--- config.mk ---
export PLATFORM = sky130hd
export DESIGN_NAME = dac_wave_generator_flat
export DESIGN_NICKNAME = d
export VERILOG_FILES = /design/src/rtl/dac_wave_generator_if.sv /design/src/rtl/dac_wave_generator.sv /design/src/flat_wrapper.sv
export SDC_FILE = /design/constraint.sdc
export NUM_CORES = 1
export LEC_CHECK = 0
export CAP_MARGIN = 20
export CORE_MARGIN = 5
export CORE_UTILIZATION = 40
export DETAILED_ROUTE_END_ITERATION = 6
export DONT_BUFFER_PORTS = 1
export PLACE_DENSITY = 0.58
export SLEW_MARGIN = 20
export SYNTH_ARGS = -nofsm -noshare
export SYNTH_HDL_FRONTEND = slang
export SYNTH_SLANG_ARGS = --single-unit
--- constraint.sdc ---
create_clock -name SYSTEM_CLOCK -period 4.4 [get_ports SYSTEM_CLOCK]
set_input_delay 1.1 -clock SYSTEM_CLOCK [delete_from_list [all_inputs] [get_ports SYSTEM_CLOCK]]
set_output_delay 1.1 -clock SYSTEM_CLOCK [all_outputs]
set_load 0.02 [all_outputs]
--- src/rtl/dac_wave_generator_if.sv ---
// Sample handshake bundle between dac_wave_generator and the LTC2624 SPI adapter.
// The master side presents the FIFO head sample; the slave side accepts it with READY.
interface dac_wave_generator_if #(
  parameter int DATA_WIDTH = 12
);
  logic [DATA_WIDTH-1:0] SAMPLE_DATA;
  logic [3:0]            SAMPLE_CHANNEL;
  logic [3:0]            SAMPLE_COMMAND;
  logic                  SAMPLE_VALID;
  logic                  SAMPLE_READY;

  modport master (
    output SAMPLE_DATA,
    output SAMPLE_CHANNEL,
    output SAMPLE_COMMAND,
    output SAMPLE_VALID,
    input  SAMPLE_READY
  );

  modport slave (
    input  SAMPLE_DATA,
    input  SAMPLE_CHANNEL,
    input  SAMPLE_COMMAND,
    input  SAMPLE_VALID,
    output SAMPLE_READY
  );
endinterface

--- src/rtl/dac_wave_generator.sv ---
// dac_wave_generator: sawtooth / triangle / square / constant sample source for
// the LTC2624 DAC adapter. A divider produces a sample tick every SAMPLE_DIV
// clocks; each tick pushes one sample (with its channel) into a small FIFO whose
// head is offered downstream over a valid/ready handshake.
// Optional build macro DAC_WAVE_BACKPRESSURE_EN: when defined, a tick that would
// find the FIFO full (and no pop) is held off instead of dropping the sample, so
// OVERRUN is constant 0. Undefined (default): the sample is dropped, the phase
// still advances and the sticky OVERRUN flag is set.
module dac_wave_generator #(
  parameter int SAMPLE_DIV = 50000,
  parameter int DATA_WIDTH = 12,
  parameter int FIFO_DEPTH = 4
) (
  input  logic                               SYSTEM_CLOCK,
  input  logic                               RESET_N,
  input  logic                               ENABLE,
  input  logic [1:0]                         MODE,
  input  logic [DATA_WIDTH-1:0]              STEP,
  input  logic [DATA_WIDTH-1:0]              LEVEL,
  input  logic [3:0]                         CHANNEL,
  output logic                               OVERRUN,
  output logic [$clog2(FIFO_DEPTH+1)-1:0]    FIFO_LEVEL,
  dac_wave_generator_if.master               sample_bus
);

  localparam int CW = (SAMPLE_DIV > 1) ? $clog2(SAMPLE_DIV) : 1;
  localparam int PW = $clog2(FIFO_DEPTH);
  localparam int LW = $clog2(FIFO_DEPTH + 1);
  localparam int EW = DATA_WIDTH + 4;

  localparam logic [CW-1:0]         CNT_LAST = CW'(SAMPLE_DIV - 1);
  localparam logic [DATA_WIDTH-1:0] MAX_VAL  = '1;
  localparam logic [LW-1:0]         LVL_FULL = LW'(FIFO_DEPTH);
  localparam logic                  DIR_UP   = 1'b0;
  localparam logic                  DIR_DOWN = 1'b1;

  typedef enum logic [1:0] {
    MODE_SAW   = 2'b00,
    MODE_TRI   = 2'b01,
    MODE_SQR   = 2'b10,
    MODE_CONST = 2'b11
  } mode_e;

  logic [CW-1:0]         cnt_q, cnt_d;
  logic [DATA_WIDTH-1:0] phase_q, phase_d;
  logic                  dir_q, dir_d;
  logic [PW-1:0]         wr_ptr_q, wr_ptr_d;
  logic [PW-1:0]         rd_ptr_q, rd_ptr_d;
  logic [LW-1:0]         level_q, level_d;
  logic                  overrun_q, overrun_d;

  logic [EW-1:0]         fifo_mem [FIFO_DEPTH];
  logic [EW-1:0]         head_entry;

  logic                  tick_at_last;
  logic                  stall;
  logic                  tick;
  logic                  valid;
  logic                  pop;
  logic                  full;
  logic                  push;
  logic [DATA_WIDTH-1:0] push_data;
  logic [DATA_WIDTH:0]   tri_sum;

  // Tick qualification and FIFO push/pop decisions for this cycle.
  always_comb begin
    tick_at_last = ENABLE && (cnt_q == CNT_LAST);
    valid        = (level_q != '0);
    pop          = valid && sample_bus.SAMPLE_READY;
    full         = (level_q == LVL_FULL);
`ifdef DAC_WAVE_BACKPRESSURE_EN
    stall        = tick_at_last && full && !pop;
`else
    stall        = 1'b0;
`endif
    tick         = tick_at_last && !stall;
    push         = tick && (!full || pop);
  end

  // Sample-rate divider: cleared while disabled, held at the last count while stalled.
  always_comb begin
    cnt_d = cnt_q;
    if (!ENABLE) begin
      cnt_d = '0;
    end else if (stall) begin
      cnt_d = cnt_q;
    end else if (cnt_q == CNT_LAST) begin
      cnt_d = '0;
    end else begin
      cnt_d = cnt_q + CW'(1);
    end
  end

  // Waveform phase update and the value pushed on a tick (taken from the old phase).
  always_comb begin
    phase_d   = phase_q;
    dir_d     = dir_q;
    push_data = phase_q;
    tri_sum   = {1'b0, phase_q} + {1'b0, STEP};
    if (tick) begin
      case (mode_e'(MODE))
        MODE_SAW: begin
          push_data = phase_q;
          phase_d   = phase_q + STEP;
        end
        MODE_TRI: begin
          push_data = phase_q;
          if (dir_q == DIR_UP) begin
            if (tri_sum >= {1'b0, MAX_VAL}) begin
              phase_d = MAX_VAL;
              dir_d   = DIR_DOWN;
            end else begin
              phase_d = tri_sum[DATA_WIDTH-1:0];
            end
          end else begin
            if (phase_q <= STEP) begin
              phase_d = '0;
              dir_d   = DIR_UP;
            end else begin
              phase_d = phase_q - STEP;
            end
          end
        end
        MODE_SQR: begin
          push_data = phase_q[DATA_WIDTH-1] ? LEVEL : '0;
          phase_d   = phase_q + STEP;
        end
        default: begin
          push_data = LEVEL;
        end
      endcase
    end
  end

  // FIFO pointers, occupancy and the sticky overrun flag.
  always_comb begin
    wr_ptr_d = push ? wr_ptr_q + PW'(1) : wr_ptr_q;
    rd_ptr_d = pop  ? rd_ptr_q + PW'(1) : rd_ptr_q;
    level_d  = level_q;
    case ({push, pop})
      2'b10:   level_d = level_q + LW'(1);
      2'b01:   level_d = level_q - LW'(1);
      default: level_d = level_q;
    endcase
`ifdef DAC_WAVE_BACKPRESSURE_EN
    overrun_d = 1'b0;
`else
    overrun_d = overrun_q | (tick && full && !pop);
`endif
  end

  // State registers, all cleared asynchronously.
  always_ff @(posedge SYSTEM_CLOCK or negedge RESET_N) begin
    if (!RESET_N) begin
      cnt_q     <= '0;
      phase_q   <= '0;
      dir_q     <= DIR_UP;
      wr_ptr_q  <= '0;
      rd_ptr_q  <= '0;
      level_q   <= '0;
      overrun_q <= 1'b0;
    end else begin
      cnt_q     <= cnt_d;
      phase_q   <= phase_d;
      dir_q     <= dir_d;
      wr_ptr_q  <= wr_ptr_d;
      rd_ptr_q  <= rd_ptr_d;
      level_q   <= level_d;
      overrun_q <= overrun_d;
    end
  end

  // Sample storage; contents only matter behind a valid level, so no reset is needed.
  always_ff @(posedge SYSTEM_CLOCK) begin
    if (push) begin
      fifo_mem[wr_ptr_q] <= {CHANNEL, push_data};
    end
  end

  // Head presentation: zeros whenever the FIFO is empty so reset/empty outputs are clean.
  always_comb begin
    head_entry                = fifo_mem[rd_ptr_q];
    sample_bus.SAMPLE_VALID   = valid;
    sample_bus.SAMPLE_DATA    = valid ? head_entry[DATA_WIDTH-1:0] : '0;
    sample_bus.SAMPLE_CHANNEL = valid ? head_entry[EW-1:DATA_WIDTH] : 4'h0;
    sample_bus.SAMPLE_COMMAND = 4'b0011;
  end

  assign OVERRUN    = overrun_q;
  assign FIFO_LEVEL = level_q;

endmodule

--- src/flat_wrapper.sv ---
// flat-port wrapper written by rule: the top's interface ports become plain ports
module dac_wave_generator_flat 
#(
  parameter int SAMPLE_DIV = 50000,
  parameter int DATA_WIDTH = 12,
  parameter int FIFO_DEPTH = 4
)
  (SYSTEM_CLOCK, RESET_N, ENABLE, MODE, STEP, LEVEL, CHANNEL, OVERRUN, FIFO_LEVEL, sample_bus_SAMPLE_DATA, sample_bus_SAMPLE_CHANNEL, sample_bus_SAMPLE_COMMAND, sample_bus_SAMPLE_VALID, sample_bus_SAMPLE_READY);
  dac_wave_generator_if #(.DATA_WIDTH(DATA_WIDTH)) sample_bus_i ();
  input  logic SYSTEM_CLOCK;
  input  logic RESET_N;
  input  logic ENABLE;
  input  logic [1:0] MODE;
  input  logic [DATA_WIDTH-1:0] STEP;
  input  logic [DATA_WIDTH-1:0] LEVEL;
  input  logic [3:0] CHANNEL;
  output logic OVERRUN;
  output logic [$clog2(FIFO_DEPTH+1)-1:0] FIFO_LEVEL;
  output wire logic [$bits(sample_bus_i.SAMPLE_DATA)-1:0] sample_bus_SAMPLE_DATA;
  output wire logic [$bits(sample_bus_i.SAMPLE_CHANNEL)-1:0] sample_bus_SAMPLE_CHANNEL;
  output wire logic [$bits(sample_bus_i.SAMPLE_COMMAND)-1:0] sample_bus_SAMPLE_COMMAND;
  output wire logic [$bits(sample_bus_i.SAMPLE_VALID)-1:0] sample_bus_SAMPLE_VALID;
  input wire logic [$bits(sample_bus_i.SAMPLE_READY)-1:0] sample_bus_SAMPLE_READY;
  assign sample_bus_SAMPLE_DATA = sample_bus_i.SAMPLE_DATA;
  assign sample_bus_SAMPLE_CHANNEL = sample_bus_i.SAMPLE_CHANNEL;
  assign sample_bus_SAMPLE_COMMAND = sample_bus_i.SAMPLE_COMMAND;
  assign sample_bus_SAMPLE_VALID = sample_bus_i.SAMPLE_VALID;
  assign sample_bus_i.SAMPLE_READY = sample_bus_SAMPLE_READY;
  dac_wave_generator #(.SAMPLE_DIV(SAMPLE_DIV), .DATA_WIDTH(DATA_WIDTH), .FIFO_DEPTH(FIFO_DEPTH)) u_core (.SYSTEM_CLOCK(SYSTEM_CLOCK), .RESET_N(RESET_N), .ENABLE(ENABLE), .MODE(MODE), .STEP(STEP), .LEVEL(LEVEL), .CHANNEL(CHANNEL), .OVERRUN(OVERRUN), .FIFO_LEVEL(FIFO_LEVEL), .sample_bus(sample_bus_i));
endmodule
---- Word-level counts from Yosys, hierarchy flattened ----
Memory sizes are Yosys's and may differ from the RTL's.
Index checks and enable logic that the tools add are counted.
operators by class
  mux-type cells .......................... 17
  order comparisons ....................... 2
  eq/ne operators ......................... 6
  bitwise operators ....................... 1
  add/sub/neg operators ................... 8
  multiply operators ...................... 0
  reductions and logical operators ........ 16
  shift operators ......................... 0
  div/mod/pow operators ................... 0
operators by type and width
  cell                   number
  $mux 12                6
  $pmux 12 s2            2
  $mux 16                2
  $add 16x1->16 const B  1
  $eq 16x16->1 const B   1
  $add 12x12->13         1
  $ge 13x12->1 const B   1
  $add 12x12->12         1
  $le 12x12->1           1
  $sub 12x12->12         1
  $pmux 3 s2             1
  $logic_and 1x1->1      5
  $mux 1                 5
  $add 2x1->2 const B    2
  $eq 2x1->1 const B     2
  $eq 2x2->1 const B     2
  $mux 4                 1
  $reduce_and 2->1       2
  $reduce_bool 2->1      2
  $reduce_or 2->1        2
  $add 3x1->3 const B    1
  $eq 3x3->1 const B     1
  $reduce_bool 3->1      1
  $sub 3x1->3 const B    1
  4 further kinds        5
storage, ports and cells
  flip-flop bits (word level) ............. 37
  bits in latches ......................... 0
  memory bits (writable) .................. 64
  input port bits ......................... 34
  memories ................................ 1
  memory bits (read-only) ................. 0
  word-level logic and storage cells ...... 58
memories
  name             words  bits a word  rd ports  clocked after Yosys merged registers in  wr ports  line                      text
  u_core.fifo_mem  4      16           1         0                                        1         dac_wave_generator.sv:52  logic [EW-1:0] fifo_mem [FIFO_DEPTH];

---- Longest topological paths before layout ----
  depth in word-level cells ............... 6
  gate-level depth with buffers ........... 14

---- Worst setup path before layout ----
OpenSTA, ideal clock, no wires.
  kind .................................... input to register
  start point ............................. input STEP[0]
  end point ............................... register u_core.phase_q[0]
  arrival time ............................ 3821 ps
  setup slack ............................. 506 ps
  buffers on the path ..................... 0
  data required time ...................... 4327 ps
  stages .................................. 9
  cells stage by stage .................... ha_1 -> fa_1 -> xnor2_1 -> or4bb_1 -> a2111o_1 -> or4_4 -> o41ai_4 -> a21oi_2 -> a21oi_2
between the ends
  word-level cells in the longest chain between the ends .. 5
  elaborated cells between the ends (all ways) .. 9
  those cells by class .................... add/sub: 3; order compare: 2; mux: 4
RTL lines
  item                  line                       text
  from (decl)           flat_wrapper.sv:14         input logic [DATA_WIDTH-1:0] STEP;
  $add 12x12->13        dac_wave_generator.sv:99   tri_sum = {1'b0, phase_q} + {1'b0, STEP};
  $ge 13x12->1          dac_wave_generator.sv:109  if (tri_sum >= {1'b0, MAX_VAL}) begin
  $mux 12               dac_wave_generator.sv:109
  $mux 12               dac_wave_generator.sv:108  if (dir_q == DIR_UP) begin
  $pmux 12 s2 *         dac_wave_generator.sv:101  case (mode_e'(MODE))
  to (signal assigned)  dac_wave_generator.sv:164  phase_q <= phase_d;
  to (decl)             dac_wave_generator.sv:45   logic [DATA_WIDTH-1:0] phase_q, phase_d;
Every way passes the cells marked *; elsewhere a longest branch is shown, timed or not.
A chain may end at the register's enable or synchronous reset.

---- Final worst setup path ----
Ends and elaborated chain as after synthesis.

==> run_results.csv <==
group,metric,value,unit
outcome,outcome,"finished clean",
placed_design,hpwl,10.2,mm
floorplanning,fp-row-count,44,
route,post_drt_via_cell_ratio,5.48,
clock_network,post_cts_resized,0,
global_routing,overflow,0,
floorplanning,die-area,17500,µm²
worst_setup_path,critPathCaptureType,"flip-flop",
worst_setup_path,r2r-end,"u_core.phase_q[0]",
sta,layout_setup_ws,0.630,ns
power,powerDensity,353,nW/µm²
sta,slew_viol_final,0,
clock_network,holdBufCountCts,0,
floorplanning,ios,59,
synth,synth_edf_count,64,
route,drtIter0Drc,282,
synth,synthDominantCellAreaShare,32.1,%
placed_design,portBuffers,0,
global_routing,grt_max_degree,38,
global_routing,grt_pass1_vias,4013,
route,first_pass_iters,4,
worst_setup_path,critPathLaunch,"STEP[0]",
job,maxCapViolCount,0,
global_routing,antenna_found_initial,0,
route,vias,4026,
global_routing,grt_pass1_wl,21.9,mm
floorplanning,start_util,41.1,%
synth,syn-cell-area,5990,µm²
cells_and_area,n_antenna_cell,0,
global_routing,grt_usage,15.6,%
worst_setup_path,worstSetupStartpointType,"input pin",
floorplanning,die_h,132,µm
min_path,hold_class,"input pin to asynchronous set/reset pin",
worst_setup_path,critical_path_class,"input pin to flip-flop",
worst_setup_path,ff2ff_setup_slack,0.91,ns
placed_design,place_congestion,0.907,
worst_setup_path,cp_cell_sequence,"ha_1 > fa_1 > xnor2_1 > or4bb_1 > a2111o_1 > or4_4 > o41ai_4 > a21oi_2 > a21oi_2",
sta,fin_crit,3.77,ns
worst_setup_path,critPathRequiredTime,4.66,ns
route,remaining_drc_errors,0,
sta,hold_violations,0,
synth,synth_ff_type,"edfxtp_1",
worst_setup_path,path_buf_inv,0,
synth,ys_warn_count,0,
worst_setup_path,cp_max_fo,6,
floorplanning,core,14600,µm²
route,wl_per_cell,18.5,µm
sta,setup_viol,0,
clock_network,cts_tree,"done",
synth,synth-async-reset-ratio,36.6,%
placed_design,pre_cts_ws,0.278,ns
clock_network,h-tree-depth,3,
sta,finClkSkew,0.00951,ns
route,drt-total-wl,13.6,mm
worst_setup_path,timing.rr.start,"u_core.phase_q[0]",
floorplanning,die_w,132,µm
route,postRouteAntennaNets,0,
sta,final.setup.tns,0,ns
clock_network,post_cts_buffers,0,
worst_setup_path,cp_slowest_cell,"or4bb_1",
synth,yosys.area.top_type,"edfxtp_1",
synth,synth_seq_cells,101,
clock_network,cts_max_path_buffers,2,
clock_network,cts.clk_slew.worst_paths,0.07,ns
power,p_leak,2.68,nW
sta,rsz0062_at_grt,"no",
sta,worst_pin_slew,1.02,ns
sta,fin_crit_sh,85.7,%
worst_setup_path,cp_common_cell,"a21oi_2",
synth,synth-seq-area-share,47.5,%
cells_and_area,layout-drive-gt1-share,9.44,%
worst_setup_path,cp_slowest_stage_delay,0.50,ns
clock_network,clock_latency,0.34,ns
worst_setup_path,cp.arrival,4.03,ns
synth,synthTopCellsByArea,"edfxtp_1 (32%), dfrtp_1 (15%), ha_1 (6.3%)",
clock_network,cts_root_buffer,"clkbuf_16",
synth,syn_inst,560,
sta,fmax,0.265,GHz
worst_setup_path,crit_family,"compound AO/OA/AOI/OAI gates",
worst_setup_path,reg2reg_depth,9,
cells_and_area,areaGrowthSynthToFinish,7.14,%
cells_and_area,nNetsFinal,613,
synth,yosysUniqueCellTypes,62,
synth,syn-mean-instance-area,10.7,µm²
clock_network,numCtsBuffers,9,
sta,maxSlewHeadroom,32.2,%
power,ir_worst_vdd,0.206,mV
clock_network,clock_sinks,101,
[state kept, by name, indices dropped and copies added, names as in the netlist]
signal	flops
u_core.FIFO_LEVEL	3
u_core.OVERRUN	1
u_core.cnt_q	16
u_core.dir_q	1
u_core.fifo_mem	64
u_core.phase_q	12
u_core.rd_ptr_q	2
u_core.wr_ptr_q	2
[report_power, final]
part / total [W] / switching, W / leakage (nW) / internal, W
clock network: 0.000807 / 0.000358 / 0.147 / 0.000449
logic: 0.000356 / 0.000201 / 1.34 / 0.000155
registers: 0.00110 / 0.0000733 / 1.20 / 0.00103
[cells by family after synthesis]
logic type / synth area share [%]
flops: 47.5
buf+inv: 4.01
other cells: 0.125
simple gates: 17.6
compound gates: 12.7
mux: 6.02
fa+ha+maj: 7.27
xor+xnor: 4.68
[cells in the mapped netlist (all sizes together) (3+ instances only)]
cell	count
nand2	57
fa	3
a21oi	37
nor4b	3
xor2	20
inv	26
or3	6
buf	9
edfxtp	64
and2	24
o211ai	7
dfrtp	37
nand3	9
o21ai	26
nand4	6
a211oi	5
nand2b	9
nor2	48
a31oi	7
nor2b	9
o21bai	3
clkbuf	21
a21o	6
ha	30
nor3b	3
or2	4
xnor2	12
nor3	7
mux4	16
o31ai	6
and3	8
[worst register-to-register path: stages, from the launching register on]
cell	delay, ns
dfrtp_1	0.45
ha_1	0.25
fa_1	0.44
xnor2_1	0.21
or4bb_1	0.50
a2111o_1	0.30
or4_4	0.43
o41ai_4	0.47
a21oi_2	0.20
a21oi_2	0.17
[placed cells by master, fill, tap and decap left out, drive strengths merged, types with 3 or more instances in the layout]
cell and instances:
or2 4, a31oi 7, xnor2 12, a211oi 5, buf 3, and3 8, dfrtp 37, nand2b 9
and2 24, nor2b 9, nor3b 3, nor3 7, o21ai 26, edfxtp 64, or3 6, nand4 6
inv 29, fa 3, o211ai 7, mux4 16, nand2 57, nor2 48, xor2 20, conb 4
clkinv 3, a21o 6, o21bai 3, nor4b 3, o31ai 6, clkbuf 9, a21oi 37, ha 30
nand3 9
[worst max path at each step]
stage / to / cells past startpoint / slack, ns
CTS: u_core.phase_q[0] / 9 / 0.64
floorplan: u_core.phase_q[0] / 9 / 0.51
global route: u_core.phase_q[0] / 9 / 0.53
global placement: u_core.phase_q[0] / 9 / 0.34
detailed placement: u_core.phase_q[0] / 9 / 0.28
finish: u_core.phase_q[0] / 9 / 0.63
[routing by layer]
| metal | part of all wire, % | routed length, µm | GRT usage [%] |
|---|---|---|---|
| met2 | 48 | 6510 | 25.1 |
| met3 | 5.0 | 676 | 2.86 |
| met4 | 1.2 | 160 | 4.86 |
| met1 | 46 | 6250 | 21.4 |
| met5 | 0 | 0 | 0 |
[stage by stage]
step	utilization, %	instances	total power [W]	area, µm²	hold slack, ns
finish	44.0	735	0.00226	6420	0.445
global route	44.0	735	0.00237	6420	0.427
CTS	44.0	735	0.00230	6420	0.430
detailed placement	41.9	719	0.00149	6110	0.445
global placement	41.9	719	0.00148	6110	0.440
floorplan	-	562	0.00142	6000	0.425
[area by class of cell]
| class | instances | area, µm² |
|---|---|---|
| inverter | 27 | 101 |
| fill | 1339 | 8170 |
| multi-input combinational | 404 | 2910 |
| clock inverter | 7 | 81.3 |
| tap | 184 | 230 |
| timing repair buffer | 3 | 22.5 |
| clock buffer | 9 | 225 |
| sequential | 101 | 2850 |
No activity file was read; power rests on OpenSTA's default activity.
